<file path="src/rtl/spawn_path_if.sv">
// Load bus for spawn_path: one request selects a channel and carries a new
// source/destination pair plus the log2 step count.
interface spawn_path_if #(
    parameter int HWIDTH = 11,
    parameter int VWIDTH = 10,
    parameter int NCH    = 4,
    parameter int LMAX   = 7
);
    localparam int CW = (NCH > 1) ? $clog2(NCH) : 1;
    localparam int LW = (LMAX > 0) ? $clog2(LMAX + 1) : 1;

    logic                     ld_valid;
    logic [CW-1:0]            ld_ch;
    logic signed [HWIDTH-1:0] ld_hsrc;
    logic signed [HWIDTH-1:0] ld_hdst;
    logic signed [VWIDTH-1:0] ld_vsrc;
    logic signed [VWIDTH-1:0] ld_vdst;
    logic [LW-1:0]            ld_lsteps;
    logic                     ld_ready;

    modport master (output ld_valid, ld_ch, ld_hsrc, ld_hdst, ld_vsrc, ld_vdst, ld_lsteps,
                    input  ld_ready);
    modport slave  (input  ld_valid, ld_ch, ld_hsrc, ld_hdst, ld_vsrc, ld_vdst, ld_lsteps,
                    output ld_ready);
endinterface

</file>
<file path="src/rtl/spawn_path.sv">
// spawn_path: NCH independent channels, each walking an offset from src to dst
// in 2^L equal ticks using a floor-divided accumulator per axis.
// Optional feature macro SPAWN_HOLD_EN: after completion a channel holds dst
// until ack instead of falling straight back to src.

module spawn_path_ch #(
    parameter int HWIDTH = 11,
    parameter int VWIDTH = 10,
    parameter int LMAX   = 7,
    parameter int LW     = 3
) (
    input  logic                     clk,
    input  logic                     rst_n,
    input  logic                     ld_en,
    input  logic signed [HWIDTH-1:0] ld_hsrc,
    input  logic signed [HWIDTH-1:0] ld_hdst,
    input  logic signed [VWIDTH-1:0] ld_vsrc,
    input  logic signed [VWIDTH-1:0] ld_vdst,
    input  logic [LW-1:0]            ld_l,
    input  logic                     start,
    input  logic                     tick,
    input  logic                     ack,
    output logic signed [HWIDTH-1:0] hoff,
    output logic signed [VWIDTH-1:0] voff,
    output logic                     active,
    output logic                     done
);
    localparam int DH = HWIDTH + 1;
    localparam int DV = VWIDTH + 1;
    localparam int AH = DH + LMAX;
    localparam int AV = DV + LMAX;
    localparam int KW = LMAX + 1;

    typedef enum logic [1:0] {S_IDLE = 2'd0, S_RUN = 2'd1, S_HOLD = 2'd2} state_t;

    logic hold_ack;
`ifdef SPAWN_HOLD_EN
    localparam state_t DONE_ST = S_HOLD;
    assign hold_ack = ack;
`else
    localparam state_t DONE_ST = S_IDLE;
    logic unused_ack;
    assign unused_ack = ack;
    assign hold_ack   = 1'b0;
`endif

    state_t state_q, state_d;
    logic signed [HWIDTH-1:0] hsrc_q, hsrc_d, hdst_q, hdst_d, hoff_q, hoff_d;
    logic signed [VWIDTH-1:0] vsrc_q, vsrc_d, vdst_q, vdst_d, voff_q, voff_d;
    logic [LW-1:0]            l_q, l_d;
    logic [KW-1:0]            k_q, k_d;
    logic signed [AH-1:0]     hacc_q, hacc_d, hsum, hstep;
    logic signed [AV-1:0]     vacc_q, vacc_d, vsum, vstep;
    logic signed [DH-1:0]     hdelta;
    logic signed [DV-1:0]     vdelta;
    logic                     done_q, done_d;
    logic                     last;

    // Per-axis delta, next accumulator, scaled step and final-tick detect
    always_comb begin
        hdelta = DH'(hdst_q) - DH'(hsrc_q);
        vdelta = DV'(vdst_q) - DV'(vsrc_q);
        hsum   = hacc_q + AH'(hdelta);
        vsum   = vacc_q + AV'(vdelta);
        hstep  = hsum >>> l_q;
        vstep  = vsum >>> l_q;
        last   = (k_q + KW'(1)) == (KW'(1) << l_q);
    end

    // State register
    always_ff @(posedge clk or negedge rst_n) begin
        if (!rst_n) state_q <= S_IDLE;
        else        state_q <= state_d;
    end

    // Next-state logic
    always_comb begin
        state_d = state_q;
        case (state_q)
            S_IDLE:  if (start) state_d = S_RUN;
            S_RUN:   if (tick && last) state_d = DONE_ST;
            S_HOLD:  if (ld_en || hold_ack) state_d = S_IDLE;
            default: state_d = S_IDLE;
        endcase
    end

    // Datapath: load capture, stepping and offset selection per state
    always_comb begin
        hsrc_d = hsrc_q; hdst_d = hdst_q; vsrc_d = vsrc_q; vdst_d = vdst_q;
        l_d    = l_q;    k_d    = k_q;    hacc_d = hacc_q; vacc_d = vacc_q;
        hoff_d = hoff_q; voff_d = voff_q; done_d = 1'b0;
        if (ld_en) begin
            hsrc_d = ld_hsrc; hdst_d = ld_hdst;
            vsrc_d = ld_vsrc; vdst_d = ld_vdst;
            l_d    = ld_l;
        end
        case (state_q)
            S_IDLE: begin
                // Idle offsets track src, including a src arriving this cycle
                hoff_d = hsrc_d;
                voff_d = vsrc_d;
                if (start) begin
                    k_d = '0; hacc_d = '0; vacc_d = '0;
                end
            end
            S_RUN: begin
                if (tick) begin
                    k_d    = k_q + KW'(1);
                    hacc_d = hsum;
                    vacc_d = vsum;
                    done_d = last;
                    if (last) begin
                        hoff_d = hdst_q;
                        voff_d = vdst_q;
                    end else begin
                        hoff_d = hsrc_q + HWIDTH'(hstep);
                        voff_d = vsrc_q + VWIDTH'(vstep);
                    end
                end
            end
            default: begin
                if (ld_en || hold_ack) begin
                    hoff_d = hsrc_d;
                    voff_d = vsrc_d;
                end
            end
        endcase
    end

    // Datapath registers
    always_ff @(posedge clk or negedge rst_n) begin
        if (!rst_n) begin
            hsrc_q <= '0; hdst_q <= '0; vsrc_q <= '0; vdst_q <= '0;
            l_q    <= '0; k_q    <= '0; hacc_q <= '0; vacc_q <= '0;
            hoff_q <= '0; voff_q <= '0; done_q <= 1'b0;
        end else begin
            hsrc_q <= hsrc_d; hdst_q <= hdst_d; vsrc_q <= vsrc_d; vdst_q <= vdst_d;
            l_q    <= l_d;    k_q    <= k_d;    hacc_q <= hacc_d; vacc_q <= vacc_d;
            hoff_q <= hoff_d; voff_q <= voff_d; done_q <= done_d;
        end
    end

    assign hoff   = hoff_q;
    assign voff   = voff_q;
    assign done   = done_q;
    assign active = (state_q == S_RUN);
endmodule

module spawn_path #(
    parameter int HWIDTH = 11,
    parameter int VWIDTH = 10,
    parameter int NCH    = 4,
    parameter int LMAX   = 7
) (
    input  logic                     clk,
    input  logic                     rst_n,
    spawn_path_if.slave              ld,
    input  logic [NCH-1:0]           start,
    input  logic                     tick,
    input  logic [NCH-1:0]           ack,
    output logic [NCH*HWIDTH-1:0]    hoffset,
    output logic [NCH*VWIDTH-1:0]    voffset,
    output logic [NCH-1:0]           active,
    output logic [NCH-1:0]           done
);
    localparam int CW = (NCH > 1) ? $clog2(NCH) : 1;
    localparam int LW = (LMAX > 0) ? $clog2(LMAX + 1) : 1;

    logic [LW-1:0]  l_sat;
    logic           ready_c;
    logic [NCH-1:0] ld_hit;

    // Clamp requested step count and decode which channel a load targets
    always_comb begin
        l_sat   = (int'(ld.ld_lsteps) > LMAX) ? LW'(LMAX) : ld.ld_lsteps;
        ready_c = 1'b0;
        ld_hit  = '0;
        for (int i = 0; i < NCH; i++) begin
            if (ld.ld_ch == CW'(i)) begin
                ready_c   = !active[i];
                ld_hit[i] = ld.ld_valid && !active[i];
            end
        end
    end

    assign ld.ld_ready = ready_c;

    for (genvar g = 0; g < NCH; g++) begin : g_ch
        spawn_path_ch #(.HWIDTH(HWIDTH), .VWIDTH(VWIDTH), .LMAX(LMAX), .LW(LW)) u_ch (
            .clk     (clk),
            .rst_n   (rst_n),
            .ld_en   (ld_hit[g]),
            .ld_hsrc (ld.ld_hsrc),
            .ld_hdst (ld.ld_hdst),
            .ld_vsrc (ld.ld_vsrc),
            .ld_vdst (ld.ld_vdst),
            .ld_l    (l_sat),
            .start   (start[g]),
            .tick    (tick),
            .ack     (ack[g]),
            .hoff    (hoffset[g*HWIDTH +: HWIDTH]),
            .voff    (voffset[g*VWIDTH +: VWIDTH]),
            .active  (active[g]),
            .done    (done[g])
        );
    end
endmodule

</file>
<file path="src/flat_wrapper.sv">
// flat-port wrapper written by rule: the top's interface ports become plain ports
module spawn_path_flat 
#(
    parameter int HWIDTH = 11,
    parameter int VWIDTH = 10,
    parameter int NCH    = 4,
    parameter int LMAX   = 7
)
  (clk, rst_n, start, tick, ack, hoffset, voffset, active, done, ld_ld_valid, ld_ld_ch, ld_ld_hsrc, ld_ld_hdst, ld_ld_vsrc, ld_ld_vdst, ld_ld_lsteps, ld_ld_ready);
  spawn_path_if #(.HWIDTH(HWIDTH), .VWIDTH(VWIDTH), .NCH(NCH), .LMAX(LMAX)) ld_i ();
  input  logic clk;
  input  logic rst_n;
  input  logic [NCH-1:0] start;
  input  logic tick;
  input  logic [NCH-1:0] ack;
  output logic [NCH*HWIDTH-1:0] hoffset;
  output logic [NCH*VWIDTH-1:0] voffset;
  output logic [NCH-1:0] active;
  output logic [NCH-1:0] done;
  input wire logic [$bits(ld_i.ld_valid)-1:0] ld_ld_valid;
  input wire logic [$bits(ld_i.ld_ch)-1:0] ld_ld_ch;
  input wire logic [$bits(ld_i.ld_hsrc)-1:0] ld_ld_hsrc;
  input wire logic [$bits(ld_i.ld_hdst)-1:0] ld_ld_hdst;
  input wire logic [$bits(ld_i.ld_vsrc)-1:0] ld_ld_vsrc;
  input wire logic [$bits(ld_i.ld_vdst)-1:0] ld_ld_vdst;
  input wire logic [$bits(ld_i.ld_lsteps)-1:0] ld_ld_lsteps;
  output wire logic [$bits(ld_i.ld_ready)-1:0] ld_ld_ready;
  assign ld_i.ld_valid = ld_ld_valid;
  assign ld_i.ld_ch = ld_ld_ch;
  assign ld_i.ld_hsrc = ld_ld_hsrc;
  assign ld_i.ld_hdst = ld_ld_hdst;
  assign ld_i.ld_vsrc = ld_ld_vsrc;
  assign ld_i.ld_vdst = ld_ld_vdst;
  assign ld_i.ld_lsteps = ld_ld_lsteps;
  assign ld_ld_ready = ld_i.ld_ready;
  spawn_path #(.HWIDTH(HWIDTH), .VWIDTH(VWIDTH), .NCH(NCH), .LMAX(LMAX)) u_core (.clk(clk), .rst_n(rst_n), .ld(ld_i), .start(start), .tick(tick), .ack(ack), .hoffset(hoffset), .voffset(voffset), .active(active), .done(done));
endmodule
</file>
<file path="config.mk">
export PLATFORM = sky130hd
export DESIGN_NAME = spawn_path_flat
export DESIGN_NICKNAME = d
export VERILOG_FILES = /design/src/rtl/spawn_path_if.sv /design/src/rtl/spawn_path.sv /design/src/flat_wrapper.sv
export SDC_FILE = /design/constraint.sdc
export NUM_CORES = 2
export LEC_CHECK = 0
export BUFFER_PORTS_ARGS = -buffer_cell sky130_fd_sc_hd__clkbuf_2
export CORE_MARGIN = 1
export CORE_UTILIZATION = 64
export DETAILED_ROUTE_END_ITERATION = 10
export PLACE_DENSITY = 0.8
export SKIP_LAST_GASP = 1
export SYNTH_ARGS = -nofsm -noshare
export SYNTH_HDL_FRONTEND = slang
export SYNTH_SLANG_ARGS = --single-unit
</file>
<file path="constraint.sdc">
create_clock -name clk -period 6.2 [get_ports clk]
set_clock_uncertainty 0.2 [all_clocks]
set_input_delay 0.93 -clock clk [delete_from_list [all_inputs] [get_ports clk]]
set_output_delay 0.93 -clock clk [all_outputs]
set_load 0.01 [all_outputs]
</file>
## Word-level counts from Yosys, hierarchy flattened

Cells that the tools add are included.

- Register bits after elaboration: 456
- Output and inout port bits: 93

- Add/subtract/negate cells: 28
- Equal/unequal tests: 31
- Shift operators: 12
- Multiplexer cells: 108
- Reductions and logical operators: 37

Operator list:

| operator | number |
|---|---|
| $mux W11 | 16 |
| $mux W10 | 16 |
| $mux W19 | 8 |
| $pmux W19 S2 | 4 |
| $mux W18 | 8 |
| $pmux W18 S2 | 4 |
| $pmux W11 S2 | 4 |
| $pmux W10 S2 | 4 |
| $add A19 B12 Y19 | 4 |
| $sshr A19 B3 Y11 | 4 |
| $add A18 B11 Y18 | 4 |
| $sshr A18 B3 Y10 | 4 |
| $mux W8 | 8 |
| $pmux W8 S2 | 4 |
| $sub A11 B11 Y12 | 4 |
| $add A11 B11 Y11 | 4 |
| $sub A10 B10 Y11 | 4 |
| $add A10 B10 Y10 | 4 |
| $add A8 B1 Y8 const B | 4 |
| $eq A8 B8 Y1 | 4 |
| $shl A1 B3 Y8 const A | 4 |
| $mux W2 | 12 |
| $ne A2 B2 Y1 const B | 12 |
| $pmux W2 S3 | 4 |
| other kinds (11) | 68 |

## Logic depth before layout (Yosys ltp)

- Word-level depth: 7
- Gate-level depth with buffers: 29

## Hierarchy

A second synthesis with hierarchy kept.

- Cell total of the unflattened synthesis: 4390
- Area, all modules: 38039.0 um2

Modules (own cells, without submodules):

| module | instances | cells each | area an instance (um2) | seq. area each (um2) |
|---|---|---|---|---|
| spawn_path_ch (u_core.g_ch[3].u_ch) | 1 | 1112 | 9729.3 | 2777.7 |
| spawn_path_ch (u_core.g_ch[2].u_ch) | 1 | 1090 | 9455.3 | 2777.7 |
| spawn_path_ch (u_core.g_ch[1].u_ch) | 1 | 1100 | 9444.1 | 2777.7 |
| spawn_path_ch (u_core.g_ch[0].u_ch) | 1 | 1081 | 9349.0 | 2777.7 |
| spawn_path | 1 | 7 | 61.3 | 0.0 |

## Worst setup path after synthesis

OpenSTA, ideal clock, no wires.

- Path type: reg-to-reg
- Start point: register u_core.g_ch[2].u_ch.vsrc_q[1]
- End point: register u_core.g_ch[2].u_ch.voff_q[9]
- Setup time: 0.126 ns
- Data arrival time: 4.772 ns
- Required time: 5.874 ns
- Slack: 1.101 ns
- Cell stages (with the launch flop): 21
- Period minus slack after synthesis: 5.099 ns
- Cell sequence: dfrtp_1 -> fa_1 -> inv_1 -> ha_1 -> a211oi_1 -> o21ai_0 -> a31oi_1 -> mux2i_1 -> nand2_1 -> mux4_2 -> mux2_2 -> ha_1 -> nor3_1 -> nor2_1 -> a31o_2 -> a21oi_1 -> xnor2_1 -> xnor2_1 -> a21oi_1 -> nor3_1 -> a311o_1

- Cells in the longest elaborated chain, start to end: 7

RTL lines:

| item | line | source |
|---|---|---|
| start: declaration | spawn_path.sv:49 | `logic signed [VWIDTH-1:0] vsrc_q, vsrc_d, vdst_q, vdst_d, voff_q, voff_d;` |
| start signal: assignment | spawn_path.sv:137 | `hsrc_q <= hsrc_d; hdst_q <= hdst_d; vsrc_q <= vsrc_d; vdst_q <= vdst_d;` |
| $sub A10 B10 Y11 | spawn_path.sv:62 | `vdelta = DV'(vdst_q) - DV'(vsrc_q);` |
| $add A18 B11 Y18 | spawn_path.sv:64 | `vsum = vacc_q + AV'(vdelta);` |
| $sshr A18 B3 Y10 | spawn_path.sv:66 | `vstep = vsum >>> l_q;` |
| $add A10 B10 Y10 (*) | spawn_path.sv:117 | `voff_d = vsrc_q + VWIDTH'(vstep);` |
| $mux W10 (*) | spawn_path.sv:112 | `if (last) begin` |
| $mux W10 (*) | spawn_path.sv:107 | `if (tick) begin` |
| $pmux W10 S2 (*) | spawn_path.sv:97 | `case (state_q)` |
| end signal: assignment | spawn_path.sv:139 | `hoff_q <= hoff_d; voff_q <= voff_d; done_q <= done_d;` |
| end: declaration | spawn_path.sv:49 |  |

Mark *: on every way between the ends. The rest lies on a longest branch, timed or not. The select of a mux whose other input is x is not followed.
A chain may end at the register's enable or synchronous reset.

## Worst setup path in the final report

- Start point: register u_core.g_ch[1].u_ch.hsrc_q[1]
- End point: register u_core.g_ch[1].u_ch.hoff_q[10]

- Cells in the longest elaborated chain, start to end: 7

RTL lines:

| item | line | source |
|---|---|---|
| start: declaration | spawn_path.sv:48 | `logic signed [HWIDTH-1:0] hsrc_q, hsrc_d, hdst_q, hdst_d, hoff_q, hoff_d;` |
| start signal: assignment | spawn_path.sv:137 |  |
| $sub A11 B11 Y12 | spawn_path.sv:61 | `hdelta = DH'(hdst_q) - DH'(hsrc_q);` |
| $add A19 B12 Y19 | spawn_path.sv:63 | `hsum = hacc_q + AH'(hdelta);` |
| $sshr A19 B3 Y11 | spawn_path.sv:65 | `hstep = hsum >>> l_q;` |
| $add A11 B11 Y11 (*) | spawn_path.sv:116 | `hoff_d = hsrc_q + HWIDTH'(hstep);` |
| $mux W11 (*) | spawn_path.sv:112 |  |
| $mux W11 (*) | spawn_path.sv:107 |  |
| $pmux W11 S2 (*) | spawn_path.sv:97 |  |
| end signal: assignment | spawn_path.sv:139 |  |
| end: declaration | spawn_path.sv:48 |  |

Marked as above.

==> results.cfg <==
[die]
die_height_um = 241
dieArea_um2 = 57900
rows = 87
io_pins = 152
die_w_um = 241
start_util = 0.647
coreArea_um2 = 56400

[drt]
dr_total_vias = 30900
drc_errors = 0
routed_wl_um = 102000
routedWlPerCell_um = 20.3
viasPerCell = 6.14
drtIter0Drc = 2642
ant_nets = 0
drtPass1Iterations = 6

[placed_design]
dp_slack_ps = 392
gp_congestion = 0.944
place_area_um2 = 37900
portBuffers = 147
dp_hpwl_um = 72200

[synthesis]
synth.yosys.seq_area_share = 0.305
synth-simple-area-share = 0.111
synth_area_per_cell_um2 = 8.76
synth-compound-area-share = 0.200
synth_top_cell_by_area = dfrtp_1
synth-edff-count = 0
ys_types = 92
synth_top_area_share = 0.305
async_flop_share = 1.00
synthXorXnorAreaFrac = 0.0515
synthMuxAreaShare = 0.0954
syn_inst = 4165
synthTopCellsByArea = dfrtp_1, ha_1, fa_1, inv_1, o21ai_0
synthAdderAreaFrac = 0.156
synthFlopType = dfrtp_1
synth_top_family_by_area = compound AO/OA/AOI/OAI gates
ys_ff_latch = 444
netlist_area_um2 = 36500
yosys_warnings = 0
synth_nets = 4596

[worst_hold_path]
min_path_type = in -> async

[clock_network]
cts_setup_buffers = 0
cts_buffers = 52
clk_pin_slew_worst_paths_ps = 60
hold_buffers = 0
cts_max_level = 2
clk_latency_ps = 610
clk_path_buf_depth = 3
cts.sinks = 444
cts_tree = yes
cts-root-buf = clkbuf_16

[setup_path]
crit_fanout = 3
startpoint_type = flip-flop
arrival_ps = 6290
endpoint_kind = flip-flop
cp_data_required_time_ps = 6490
crit_type = reg -> reg

[timing]
fin_crit_sh = 0.967
setup_ws_ps = 202
whs_ps = 195
tightestPinTransition_ps = 1010
setup_viol = 0
max_freq_mhz = 167
slew_headroom = 0.326
min_period_ps = 6000
hold_viol_final = 0
slew_violations = 0

[grt]
grt_pass1_vias = 29600
grt_pass1_wl_um = 161000
grt_overflow = 0
antenna_found_initial = 9
track_usage = 0.356
grt_max_degree = 129

[layout]
fin_area_um2 = 39700
area_growth_pct = 8.79
drive_above_1_share = 0.111
layout.nets = 4652

[run]
cap_violations = 0

[status]
outcome = completed
layer usage:
layer | share of wire | global-route usage
met2 | 0.44 | 0.543
met5 | 0.00082 | 0
met3 | 0.090 | 0.0767
met1 | 0.42 | 0.480
met4 | 0.050 | 0.177
cell families after synthesis:
logic type	Yosys count
multiplexers	313
flip-flops	444
adder cells (fa/ha/maj)	372
AO/OA/AOI/OAI	1133
XOR/XNOR	211
buffers and inverters	769
AND/OR/NAND/NOR	923
worst max-delay path, cell delays in order (launching register included):
cell	delay, ps
dfrtp_1	420
fa_1	620
inv_1	70
ha_1	300
a211oi_1	390
o21ai_0	220
a31oi_1	260
xnor2_1	160
mux2_2	310
mux4_2	460
ha_1	230
inv_1	80
fa_1	240
inv_1	60
a21o_1	150
a21oi_1	310
o211ai_1	200
a31o_2	260
a21oi_1	260
xnor2_1	150
a2111o_1	360
o2111ai_1	80
a21oi_1	80
final cells by class:
cell class                      instances  area, um2
Multi-Input combinational cell       2952      22500
Fill cell                            4522      16700
Sequential cell                       444      11100
Inverter                              572       2150
Clock buffer                           67       1430
Timing Repair Buffer                  199       1170
Tap cell                              756        946
Clock inverter                         27        349
Antenna cell                            7       17.5
cell usage in the layout (no fill, tap or decap), types with 50 or more instances in the layout:
| cell | Yosys | layout |
|---|---|---|
| inv_1 | 566 | 566 |
| dfrtp_1 | 444 | 443 |
| nand2_1 | 395 | 395 |
| o21ai_0 | 347 | 347 |
| nor2_1 | 259 | 259 |
| a21oi_1 | 260 | 256 |
| ha_1 | 232 | 232 |
| mux2i_1 | 162 | 162 |
| clkbuf_2 | 0 | 145 |
| fa_1 | 140 | 140 |
| mux2_2 | 137 | 137 |
| xnor2_1 | 129 | 129 |
| a22o_1 | 100 | 100 |
| a21o_1 | 83 | 83 |
| xor2_1 | 80 | 80 |
| nor3_1 | 62 | 61 |
| clkbuf_16 | 0 | 53 |
| o211ai_1 | 52 | 52 |
| buf_4 | 9 | 50 |
state kept, by name (all words and copies together) (netlist names):
register,cells
u_core.g_ch.u_ch.hacc_q,72
u_core.g_ch.u_ch.vdst_q,40
u_core.g_ch.u_ch.vsrc_q,40
u_core.g_ch.u_ch.k_q,32
u_core.g_ch.u_ch.l_q,12
u_core.g_ch.u_ch.vacc_q,68
u_core.g_ch.u_ch.voff,40
u_core.g_ch.u_ch.hoff,44
u_core.g_ch.u_ch.done,4
u_core.g_ch.u_ch.hdst_q,44
u_core.g_ch.u_ch.state_q,4
u_core.g_ch.u_ch.hsrc_q,44
per-stage QoR:
step	util	cells	TNS [ps]
after floorplan	-	4165	0
after global placement	0.672	4923	0
after detailed placement	0.672	4923	0
after CTS	0.703	5017	0
after global routing	0.703	5020	-79.3
final	0.704	5024	0
worst paths after layout:
check / startpoint / endpoint / slack (ps) / depth (start not counted)
min in group clk: u_core.g_ch[1].u_ch.vacc_q[1] / u_core.g_ch[1].u_ch.vacc_q[1] / 280 / 2
max in group asynchronous: rst_n / u_core.g_ch[0].u_ch.state_q[0] / 4340 / 2
hold / removal: rst_n / u_core.g_ch[2].u_ch.k_q[5] / 200 / 1
setup / recovery: u_core.g_ch[1].u_ch.hsrc_q[1] / u_core.g_ch[1].u_ch.hoff[10] / 200 / 22
setup reg to reg: u_core.g_ch[1].u_ch.hsrc_q[1] / u_core.g_ch[1].u_ch.hoff[10] / 200 / 22
hold reg to reg: u_core.g_ch[1].u_ch.vacc_q[1] / u_core.g_ch[1].u_ch.vacc_q[1] / 280 / 2
cell usage after synthesis, types with 14 or more instances:
master,count
inv_1,566
dfrtp_1,444
nand2_1,395
o21ai_0,347
a21oi_1,260
nor2_1,259
ha_1,232
mux2i_1,162
clkbuf_1,153
fa_1,140
mux2_2,137
xnor2_1,129
a22o_1,100
a21o_1,83
xor2_1,80
nor3_1,62
o211ai_1,52
nand3_1,43
a211oi_1,41
o21a_1,25
o21bai_1,25
a31oi_1,23
and3_1,23
o21ai_1,23
buf_1,22
nand2b_1,22
nor2b_1,22
and2_1,18
nand4_1,17
or3_1,15
mux4_2,14
timing repair:
item	in CTS	in global routing
gates resized for setup	0	2
endpoints found under the setup margin	0	2
hold endpoints to repair	0	0
Power is not shown: default switching activity piles up to over one toggle a cycle in this logic, so the estimate is an artifact.
